### config.mk
export PLATFORM = sky130hd
export DESIGN_NAME = accel_neuron_engine
export DESIGN_NICKNAME = d
export VERILOG_FILES = /design/src/rtl/accel_neuron_engine.sv
export SDC_FILE = /design/constraint.sdc
export NUM_CORES = 1
export LEC_CHECK = 0
export CAP_MARGIN = 10
export CORE_ASPECT_RATIO = 1.25
export CORE_UTILIZATION = 50
export CTS_BUF_LIST = sky130_fd_sc_hd__clkbuf_4
export CTS_CLUSTER_DIAMETER = 200
export DETAILED_ROUTE_END_ITERATION = 8
export PLACE_DENSITY = 0.66
export RECOVER_POWER = 50
export SETUP_SLACK_MARGIN = 0.2
export SYNTH_ARGS = -nofsm -noshare
export SYNTH_HDL_FRONTEND = slang
export SYNTH_SLANG_ARGS = --single-unit
### constraint.sdc
create_clock -name clk -period 16.7 [get_ports clk]
set_input_delay 5.01 -clock clk [delete_from_list [all_inputs] [get_ports clk]]
set_output_delay 5.01 -clock clk [all_outputs]
set_load 0.05 [all_outputs]
### src/rtl/accel_neuron_engine.sv
// Neuron command engine: buffers CPU bus words in a FIFO, parses header + (x, w) pairs,
// accumulates the Q-format dot product and returns a rounded, saturated, optionally ReLU'd result.
module accel_neuron_engine #(
    parameter int FIFO_DEPTH = 8,
    parameter int FRAC_BITS  = 8,
    parameter int ACC_W      = 40
) (
    input  logic        clk,
    input  logic        rst_n,
    input  logic        accel_en,
    input  logic        bus_wr,
    input  logic [15:0] bus_data_in,
    output logic [15:0] bus_data_out,
    output logic        accel_done,
    output logic        busy,
    output logic        overflow
);
    localparam int PW = $clog2(FIFO_DEPTH);
    localparam int CW = PW + 1;

    localparam logic signed [ACC_W-1:0] RND     = ACC_W'(1) << (FRAC_BITS - 1);
    localparam logic signed [ACC_W-1:0] SAT_MAX = ACC_W'(32767);
    localparam logic signed [ACC_W-1:0] SAT_MIN = ACC_W'(-32768);

    typedef enum logic [2:0] {
        S_IDLE,
        S_LOAD_X,
        S_LOAD_W,
        S_MAC,
        S_FINISH
    } state_t;

    function automatic logic signed [ACC_W-1:0] round_shift(input logic signed [ACC_W-1:0] a);
        logic signed [ACC_W-1:0] s;
        s = a + RND;
        return s >>> FRAC_BITS;
    endfunction

    function automatic logic [15:0] sat_relu(input logic signed [ACC_W-1:0] r, input logic relu);
        logic [15:0] v;
        if (r > SAT_MAX)      v = 16'h7FFF;
        else if (r < SAT_MIN) v = 16'h8000;
        else                  v = r[15:0];
        if (relu && r[ACC_W-1]) v = 16'h0000;
        return v;
    endfunction

    logic [15:0]   mem_q [FIFO_DEPTH];
    logic [PW-1:0] wr_ptr_q, rd_ptr_q;
    logic [CW-1:0] count_q;
    logic          overflow_q;
    logic          fifo_empty, fifo_full, push, pop;
    logic [15:0]   fifo_head;

    state_t                  state_q, state_d;
    logic                    relu_q, relu_d;
    logic [7:0]              cnt_q, cnt_d;
    logic signed [15:0]      x_q, x_d;
    logic signed [31:0]      prod_q, prod_d;
    logic signed [ACC_W-1:0] acc_q, acc_d;
    logic [15:0]             dout_q, dout_d;
    logic                    done_q, done_d;

    assign fifo_empty = (count_q == '0);
    assign fifo_full  = (count_q == CW'(FIFO_DEPTH));
    assign fifo_head  = mem_q[rd_ptr_q];
    // A full FIFO still accepts a word when the engine frees a slot in the same cycle.
    assign push       = bus_wr && (!fifo_full || pop);

    always_ff @(posedge clk) begin
        if (push) mem_q[wr_ptr_q] <= bus_data_in;
    end

    always_ff @(posedge clk or negedge rst_n) begin
        if (!rst_n) begin
            wr_ptr_q   <= '0;
            rd_ptr_q   <= '0;
            count_q    <= '0;
            overflow_q <= 1'b0;
        end else begin
            if (push) wr_ptr_q <= wr_ptr_q + PW'(1);
            if (pop)  rd_ptr_q <= rd_ptr_q + PW'(1);
            case ({push, pop})
                2'b10:   count_q <= count_q + CW'(1);
                2'b01:   count_q <= count_q - CW'(1);
                default: count_q <= count_q;
            endcase
            if (bus_wr && !push) overflow_q <= 1'b1;
        end
    end

    always_ff @(posedge clk or negedge rst_n) begin
        if (!rst_n) begin
            state_q <= S_IDLE;
            relu_q  <= 1'b0;
            cnt_q   <= '0;
            acc_q   <= '0;
            dout_q  <= '0;
            done_q  <= 1'b0;
        end else begin
            state_q <= state_d;
            relu_q  <= relu_d;
            cnt_q   <= cnt_d;
            acc_q   <= acc_d;
            dout_q  <= dout_d;
            done_q  <= done_d;
        end
    end

    always_ff @(posedge clk) begin
        x_q    <= x_d;
        prod_q <= prod_d;
    end

    always_comb begin
        state_d = state_q;
        relu_d  = relu_q;
        cnt_d   = cnt_q;
        x_d     = x_q;
        prod_d  = prod_q;
        acc_d   = acc_q;
        dout_d  = dout_q;
        done_d  = 1'b0;
        pop     = 1'b0;
        if (accel_en) begin
            case (state_q)
                S_IDLE: begin
                    if (!fifo_empty) begin
                        pop     = 1'b1;
                        relu_d  = fifo_head[15];
                        cnt_d   = fifo_head[7:0];
                        acc_d   = '0;
                        state_d = (fifo_head[7:0] == 8'd0) ? S_FINISH : S_LOAD_X;
                    end
                end
                S_LOAD_X: begin
                    if (!fifo_empty) begin
                        pop     = 1'b1;
                        x_d     = fifo_head;
                        state_d = S_LOAD_W;
                    end
                end
                S_LOAD_W: begin
                    if (!fifo_empty) begin
                        pop     = 1'b1;
                        prod_d  = 32'(x_q) * 32'($signed(fifo_head));
                        state_d = S_MAC;
                    end
                end
                S_MAC: begin
                    acc_d   = acc_q + ACC_W'(prod_q);
                    cnt_d   = cnt_q - 8'd1;
                    state_d = (cnt_q == 8'd1) ? S_FINISH : S_LOAD_X;
                end
                S_FINISH: begin
                    dout_d  = sat_relu(round_shift(acc_q), relu_q);
                    done_d  = 1'b1;
                    state_d = S_IDLE;
                end
                default: state_d = S_IDLE;
            endcase
        end
    end

    assign bus_data_out = dout_q;
    assign accel_done   = done_q;
    assign overflow     = overflow_q;
    assign busy         = (state_q != S_IDLE) || !fifo_empty;

endmodule

==> results of run 1 <==
-- metal layers --
layer	wire [µm]	share of wire, %	GRT usage [%]
met1	19820	40	26.53
met2	25920	52	41.84
met3	1957	3.9	3.817
met4	2182	4.4	11.52
met5	0	0	0
-- layout by cell type, fill, tap and decap left out, drive strengths merged, types with 22 or more instances in the layout --
cell type	Yosys	layout
inv	364	366
nand2	233	233
edfxtp	176	176
nor2	58	58
xor2	32	32
o22ai	33	33
nand3	33	33
a21o	22	22
dfrtp	80	80
and2	54	54
clkbuf	64	110
mux4	32	32
o21ai	52	52
a21oi	70	70
ha	128	128
fa	264	264
nor2b	90	90
xnor2	61	61
-- final cells by class --
class | count | share of cell area, %
clock inverter | 21 | 0.5962
tap | 572 | 2.940
antenna | 2 | 0.02056
sequential | 256 | 29.93
timing repair buffer | 62 | 2.123
multi-input combinational | 1415 | 55.72
clock buffer | 99 | 3.053
inverter | 364 | 5.613
-- worst reg2reg max path: stages, from the launching register on --
cell,delay [ns]
dfrtp_1,1.72
mux4_2,0.67
mux2i_1,1.12
inv_1,0.23
nand2_1,0.29
fa_1,0.50
inv_1,0.10
fa_1,0.64
fa_1,0.65
fa_1,0.44
fa_1,0.54
inv_1,0.05
fa_1,0.52
inv_1,0.04
ha_1,0.36
and4_1,0.21
nand4_1,0.12
nor2_1,0.08
and3_1,0.16
a2111oi_0,0.59
a311oi_1,0.29
a211o_1,0.31
a21oi_1,0.17
xnor2_1,0.08
-- synthesized netlist by cell type (9+ instances only) --
cell	n
a21o_1	22
a21oi_1	70
a31oi_1	11
and2_1	53
and3_1	15
clkbuf_1	63
dfrtp_1	80
edfxtp_1	176
fa_1	264
ha_1	128
inv_1	364
mux2_2	10
mux4_2	32
nand2_1	233
nand2b_1	11
nand3_1	33
nand4_1	15
nor2_1	58
nor2b_1	90
nor3_1	18
nor4_1	12
o21a_1	10
o21ai_0	51
o22ai_1	32
o311ai_0	9
o311ai_1	10
or2_2	10
or3_1	12
xnor2_1	61
xor2_1	32
-- cells by family (layout without fill, tap and decap cells) --
group / Yosys count / after routing / synth area share, %
AOI/OAI and AO/OA: 291 / 291 / 8.645
xor gates and xnor gates: 93 / 93 / 3.622
adders and majority gates: 392 / 392 / 30.62
buffers and inverters: 439 / 546 / 7.416
DFF: 256 / 256 / 32.40
muxes: 51 / 51 / 4.122
other: 0 / 2 / 0
and+or+nand+nor: 588 / 588 / 13.17
-- per-stage QoR --
stage	hold WS (ns)	util (%)	setup WS, ns	std cells
finish	0.4779	55.04	6.513	2791
global route	0.5070	55.04	5.769	2791
CTS	0.4800	55.21	7.532	2789
detailed placement	0.4613	53.20	7.573	2669
global placement	0.4525	53.20	7.729	2669
floorplan	0.4506	-	7.606	2110
-- registers in the layout, indices dropped and copies added, names as in the netlist --
| register | flops |
|---|---|
| state_q | 3 |
| cnt_q | 8 |
| overflow | 1 |
| rd_ptr_q | 3 |
| acc_q | 40 |
| count_q | 4 |
| mem_q | 128 |
| wr_ptr_q | 3 |
| accel_done | 1 |
| x_q | 16 |
| relu_q | 1 |
| prod_q | 32 |
| bus_data_out | 16 |
-- path summary, 6_finish.rpt --
path / startpoint / end / slack (ns) / cells after the start
setup / recovery: rd_ptr_q[0] / prod_q[31] / 6.51 / 23
hold / removal: overflow / overflow / 0.48 / 1
setup reg to reg: rd_ptr_q[0] / prod_q[31] / 6.51 / 23
hold reg to reg: overflow / overflow / 0.48 / 1
max in group asynchronous: rst_n / acc_q[36] / 8.51 / 2
min in group asynchronous: rst_n / cnt_q[0] / 4.55 / 1
==> flow_summary.ini, run 1 <==
[detailed_routing]
wire_per_inst_um = 17.87
routed_wl_mm = 49.88
vias = 15320
drt_iter0_drc = 706
drc = 0
via_per_inst = 5.489
antenna_left = 0
firstDrtPassIters = 5

[global_routing]
grt_use_total_pct = 23.28
grt_overflow_total = 0
grt_pass1_vias = 16310
antenna_found_initial = 2
grt_pass1_wl_mm = 82.43
grt_max_degree = 57

[logic_synthesis]
ys_seq_area_share_pct = 32.40
yosys-top-cells-area = edfxtp_1 23%, fa_1 23%, dfrtp_1 8.9%, ha_1 7.1%, inv_1 6.1%
synth-async-reset-ratio_pct = 31.25
synth_nets = 2522
synth_cell_type_count = 78
synth_top_cell_by_area = edfxtp_1
synth_cells = 2110
synth.ff_latch_count = 256
synth_top_area_share_pct = 23.50
syn_avg_cell_area_um2 = 10.66
post_synth_instance_area_mm2 = 0.02249
synth_top_flop_cell = edfxtp_1
yosys_warnings = 0
synth_edf_count = 176

[layout]
layout.nets = 2578
drive_above_1_share_pct = 8.209
multi_input_area_mm2 = 0.01356
finalInstanceArea_mm2 = 0.02434
area_delta_synth_final_pct = 8.239
fillers = 3855
seq_area_mm2 = 0.007287

[worst_setup_path]
worstPathCellList = mux4_2 -> mux2i_1 -> inv_1 -> nand2_1 -> fa_1 -> inv_1 -> fa_1 -> fa_1 -> fa_1 -> fa_1 -> inv_1 -> fa_1 -> inv_1 -> ha_1 -> and4_1 -> nand4_1 -> nor2_1 -> and3_1 -> a2111oi_0 -> a311oi_1 -> a211o_1 -> a21oi_1 -> xnor2_1
critical-path-top-delay-family = adder cells
cpMostUsedCell = fa_1
cp_max_fo = 34
critPathKind = register to register
cp_slowest_cell = dfrtp_1
arrival_ns = 10.69
crit_path_start_kind = register
critical_path_required_ns = 17.20
worst-path-buf-inv = 4
end_kind = register
cpPeakStageDelay_ns = 1.72

[timing]
finClkSkew_ns = 0.06504
hold_viol = 0
fin_tns_setup_ns = 0
max_freq_mhz = 98.17
final-setup-viol-count = 0
period_minus_slack_ns = 10.19
layout_worst_path_cycle_share_pct = 61.00
slew_headroom_pct = -105.9
slew_viol_final = 146
worst_pin_slew_ns = 3.089
rsz0062_at_grt = no

[clock_network]
ctsHtreeMaxLevel = 3
root_buffer = clkbuf_4
cts_hold_repair.buffers = 0
cts_resized = 0
cts_tree = done
clkSlewWorstSetupHoldPaths_ns = 0.06
cts-buffers-inserted = 67
clk_path_buf_depth = 3
clock_latency_ns = 0.79
post-cts-setup-buffers = 0
clock-sinks = 256

[placed_design]
postPlaceCellArea_mm2 = 0.02353
portBuffers = 38
hpwl_mm = 37.02
place_congestion = 0.9212

[floorplanning]
die_y_um = 239.1
die_w_um = 191.7
rows = 86
floorplan.initialDensity_pct = 50.85
boundaryPins = 39
die_area_mm2 = 0.04584
core_area_mm2 = 0.04422

[outcome]
violations = max-capacitance violations, max-slew violations
outcome = complete, but fails checks

[worst_hold_path]
hp-class = register to register

[run]
drv_cap = 5
Power of run 1 is not shown: default switching activity piles up to over one toggle a cycle in this logic, so the estimate is an artifact.
==> inputs of run 2 (changes only) <==
==> constraint.sdc (replaced) <==
create_clock -name clk -period 10.25 [get_ports clk]
set_input_delay 3.075 -clock clk [delete_from_list [all_inputs] [get_ports clk]]
set_output_delay 3.075 -clock clk [all_outputs]
set_load 0.05 [all_outputs]
==> run 2 against run 1 <==
The run still ends with max-capacitance violations, max-slew violations left. Die area stayed put. Clock skew is 0.011 ns higher. Cell area grew 0.35%. Global-route usage fell by 0.28 points. Via count decreased by 0.20%. Core utilization increased by 0.20 points. Count of clock-buffer cells in the layout shrank 4. Routed wire length shrank 1.6%. First-iteration DRC count decreased by 8.6%. Sequential share of layout area decreased by 0.10 points. Critical path type unchanged. Critical endpoint unchanged.
==> flow_summary.ini, run 2 (synthesized netlist as in run 1, its figures left out) <==
[detailed_routing]
vias = 15290
wire_per_inst_um = 17.53
drc = 0
via_per_inst = 5.463
routed_wl_mm = 49.08
antenna_left = 0
firstDrtPassIters = 7
drt_iter0_drc = 645

[global_routing]
grt_use_total_pct = 23.00
grt_max_degree = 57
grt_overflow_total = 0
antenna_found_initial = 2
grt_pass1_wl_mm = 81.81
grt_pass1_vias = 16490

[layout]
layout_common_cells = 364 x inv_1, 264 x fa_1, 233 x nand2_1, 176 x edfxtp_1, 128 x ha_1
layout_commonest_cell = inv_1
largest_reg_flops = 128
drive_above_1_share_pct = 8.678
fin_cells = 2799
area_delta_synth_final_pct = 8.623
largest_register = mem_q
reg.largest.list = mem_q (128), acc_q (40), prod_q (32)
layout.nets = 2586

[worst_setup_path]
crit_path_start_kind = register
reg2reg_depth = 24
critPathKind = register to register
cp_max_fo = 27
reg2reg_slack_ns = 1.19
cpMostUsedCell = fa_1
worstPathCellList = mux4_2 -> mux2i_2 -> clkbuf_1 -> inv_1 -> nand2_1 -> fa_1 -> inv_1 -> fa_1 -> fa_1 -> fa_1 -> fa_1 -> inv_1 -> fa_1 -> inv_1 -> ha_1 -> and4_1 -> nand4_1 -> nor2_1 -> and3_1 -> a2111oi_0 -> a311oi_1 -> a211o_1 -> a21oi_1 -> xnor2_1
reg2reg_from = rd_ptr_q[0]
end_kind = register
arrival_ns = 9.58
reg2reg_to = prod_q[31]
cp_slowest_cell = dfrtp_2
cpPeakStageDelay_ns = 0.94
critical_path_required_ns = 10.78

[timing]
slew_headroom_pct = -103.6
hold_viol = 0
slew_viol_final = 154
layout_worst_path_cycle_share_pct = 88.36
final-setup-viol-count = 0
max_freq_mhz = 110.4
fin_tns_setup_ns = 0
worst_pin_slew_ns = 3.053
period_minus_slack_ns = 9.057
finClkSkew_ns = 0.07567
rsz0062_at_grt = no

[clock_network]
clock-sinks = 256
clock_latency_ns = 0.84
root_buffer = clkbuf_4
cts_hold_repair.buffers = 0
ctsHtreeMaxLevel = 3
post-cts-setup-buffers = 0
clkSlewWorstSetupHoldPaths_ns = 0.07
cts-buffers-inserted = 69
cts_tree = done
clk_path_buf_depth = 3
cts_resized = 0

[placed_design]
hpwl_mm = 37.14
portBuffers = 38
place_congestion = 0.9244
placed_cells = 2675

[worst_hold_path]
whs_path_depth = 1
min_to = overflow
worstHoldStart = overflow
hp-class = register to register

[floorplanning]
die_w_um = 191.7
die_area_mm2 = 0.04584
boundaryPins = 39
rows = 86
core_area_mm2 = 0.04422
floorplan.initialDensity_pct = 50.85
die_y_um = 239.1

[outcome]
outcome = complete, but fails checks
violations = max-capacitance violations, max-slew violations

[run]
drv_cap = 4
==> run 2: layout make-up <==
class / count / area (µm²)
antenna: 3 / 7.507
clock buffer: 95 / 713.2
clock inverter: 26 / 209.0
fill: 3847 / 19800
inverter: 364 / 1366
multi-input combinational: 1415 / 13570
sequential: 256 / 7288
tap: 572 / 715.7
timing repair buffer: 68 / 558.0
==> run 2: worst max-delay path, delay by kind of cell (launching register included) <==
family / cells / cell delay (ns)
buffers and inverters: 5 / 1.04
AND/OR/NAND/NOR: 5 / 0.74
multiplexers: 2 / 0.77
adder cells (fa/ha/maj): 7 / 3.77
AO/OA/AOI/OAI: 4 / 1.38
XOR/XNOR: 1 / 0.08
flip-flops: 1 / 0.94
==> run 2: worst max path at each step <==
stage,end,cells past startpoint,start,slack [ns]
finish,prod_q[31],24,rd_ptr_q[0],1.19
global route,prod_q[31],24,rd_ptr_q[0],0.57
CTS,prod_q[31],22,rd_ptr_q[0],1.43
floorplan,prod_q[31],28,rd_ptr_q[0],2.23
detailed placement,prod_q[31],22,rd_ptr_q[0],1.53
global placement,prod_q[30],23,rd_ptr_q[0],1.68
==> run 2: per-stage QoR <==
stage	hold WS (ns)	util, %	cell area [µm²]	setup WS, ns
3_3_place_gp	0.4530	53.30	23570	1.683
3_5_place_dp	0.4573	53.30	23570	1.531
4_1_cts	0.4736	55.38	24490	1.431
5_1_grt	0.4836	55.23	24430	0.5680
6_report	0.4726	55.24	24430	1.193
2_1_floorplan	0.4506	-	22490	2.231
==> run 2: layer usage <==
| metal | GRT usage (%) | up-vias | wire length (µm) |
|---|---|---|---|
| li1 | - | 7196 | - |
| met1 | 26.92 | 7574 | 19630 |
| met2 | 40.51 | 395 | 24840 |
| met3 | 4.110 | 125 | 2578 |
| met4 | 10.92 | 0 | 2032 |
| met5 | 0 | - | 0 |
Power of run 2 is left out for the same reason.
==> inputs of run 3 (changes only) <==
--- a/config.mk
+++ b/config.mk
@@ -5,8 +5,10 @@
 export SDC_FILE = /design/constraint.sdc
 export NUM_CORES = 1
 export LEC_CHECK = 0
+export ABC_AREA = 0
 export CAP_MARGIN = 10
 export CORE_ASPECT_RATIO = 1.25
+export CORE_MARGIN = 1.5
 export CORE_UTILIZATION = 50
 export CTS_BUF_LIST = sky130_fd_sc_hd__clkbuf_4
 export CTS_CLUSTER_DIAMETER = 200
==> constraint.sdc (replaced) <==
create_clock -name clk -period 11.4 [get_ports clk]
set_input_delay 3.42 -clock clk [delete_from_list [all_inputs] [get_ports clk]]
set_output_delay 3.42 -clock clk [all_outputs]
set_load 0.05 [all_outputs]
==> run 3 against run 2 <==
The run still ends with max-capacitance violations, max-slew violations left. Worst setup slack gained 0.73 ns. Clock skew is essentially flat. Critical path depth grew 1. Count of clock-buffer cells in the layout grew 9. Sequential share of layout area is essentially flat. Via count grew 0.97%. Hold slack gained 0.0031 ns. Routed wire length grew 3.2%. Final cell count is essentially flat.
==> flow_summary.ini, run 3 (synthesized netlist as in run 1, its figures left out) <==
[clock_network]
clock-sinks = 256
clock_latency_ns = 0.81
cts_resized = 0
cts_tree = done
ctsHtreeMaxLevel = 3
cts_hold_repair.buffers = 0
cts-buffers-inserted = 69
clk_path_buf_depth = 3
clkSlewWorstSetupHoldPaths_ns = 0.07
root_buffer = clkbuf_4
post-cts-setup-buffers = 0

[detailed_routing]
firstDrtPassIters = 5
drc = 0
antenna_left = 0
routed_wl_mm = 50.65
wire_per_inst_um = 18.10
via_per_inst = 5.518
drt_iter0_drc = 754
vias = 15440

[layout]
layout_commonest_cell = inv_1
largest_reg_flops = 128
final_util_pct = 55.18
reg.largest.list = mem_q (128), acc_q (40), prod_q (32)
largest_register = mem_q
drive_above_1_share_pct = 8.776
layout_common_cells = 364 x inv_1, 264 x fa_1, 232 x nand2_1, 176 x edfxtp_1, 128 x ha_1
layout.nets = 2581
area_delta_synth_final_pct = 8.512

[worst_setup_path]
crit_path_start_kind = register
reg2reg_depth = 25
end_kind = register
critical_path_required_ns = 11.90
critical-path-top-delay-family = adder cells
worst-path-buf-inv = 6
critPathKind = register to register
reg2reg_slack_ns = 1.92
arrival_ns = 9.98
cpPeakStageDelay_ns = 0.97
cpMostUsedCell = fa_1
reg2reg_to = prod_q[31]
cp_max_fo = 18
reg2reg_from = rd_ptr_q[0]
cp_slowest_cell = dfrtp_1

[placed_design]
hpwl_mm = 37.67
portBuffers = 38
place_congestion = 0.9160
preCtsSetupSlack_ns = 2.632

[timing]
finClkSkew_ns = 0.07547
fin_tns_setup_ns = 0
slew_headroom_pct = -108.8
worst_pin_slew_ns = 3.131
max_freq_mhz = 105.5
fin_ws_ns = 1.920
final-setup-viol-count = 0
hold_viol = 0
slew_viol_final = 137
rsz0062_at_grt = no
period_minus_slack_ns = 9.480
layout_worst_path_cycle_share_pct = 83.15

[global_routing]
grt_pass1_vias = 16450
grt_overflow_total = 0
antenna_found_initial = 3
grt_max_degree = 57
grt_pass1_wl_mm = 83.17
grt_use_total_pct = 23.26

[floorplanning]
boundaryPins = 39
die_area_mm2 = 0.04627
floorplan.initialDensity_pct = 50.85
die_w_um = 192.7
rows = 86
die_y_um = 240.1
core_area_mm2 = 0.04422

[run]
drv_cap = 4

[outcome]
violations = max-capacitance violations, max-slew violations
outcome = complete, but fails checks

[worst_hold_path]
min_to = bus_data_out[15]
whs_path_depth = 2
hp-class = register to register
worstHoldStart = bus_data_out[15]
[run 3: cell types whose count changed in the layout (fill, tap and decap cells not counted), moves of 2 or more]
cell        previous run  this run
clkbuf_4              95       104
clkinv_1              11         7
clkinvlp_4             1         3
buf_4                 19        15
[run 3: metrics by stage]
stage / instances / cell area [µm²] / hold WS [ns]
after global placement: 2670 / 23530 / 0.4538
after floorplan: 2110 / 22490 / 0.4506
after CTS: 2794 / 24470 / 0.4798
after global routing: 2798 / 24400 / 0.4897
final: 2798 / 24400 / 0.4756
after detailed placement: 2670 / 23530 / 0.4657
[run 3: worst max path at each step]
stage | from | to | depth (start not counted)
5_1_grt | rd_ptr_q[0] | prod_q[31] | 25
2_1_floorplan | rd_ptr_q[0] | prod_q[31] | 28
3_3_place_gp | rd_ptr_q[0] | prod_q[31] | 23
6_report | rd_ptr_q[0] | prod_q[31] | 25
3_5_place_dp | rd_ptr_q[0] | prod_q[31] | 23
4_1_cts | rd_ptr_q[0] | prod_q[31] | 23
[run 3: layout make-up]
class                   count  area [µm²]
fillers                  3848       19820
multi-input cells        1415       13560
flip-flops and latches    256        7287
inverters                 364        1366
clock buffers             104       780.7
well taps                 572       715.7
repair buffers             63       524.3
clock inverters            20       156.4
diodes                      4       10.01
[run 3: worst min-delay path: cells and delay by family, from the launching register on]
kind / cells / cell delay, ns
flops: 1 / 0.34
simple gates: 1 / 0.05
compound gates: 1 / 0.05
[run 3: per-layer routing]
metal	routed length, µm	track usage [%]	share of wire, %
met5	0	0	0
met1	19690	26.76	39
met3	2655	4.277	5.2
met2	26050	41.15	51
met4	2254	11.65	4.5
Power of run 3 is left out for the same reason.
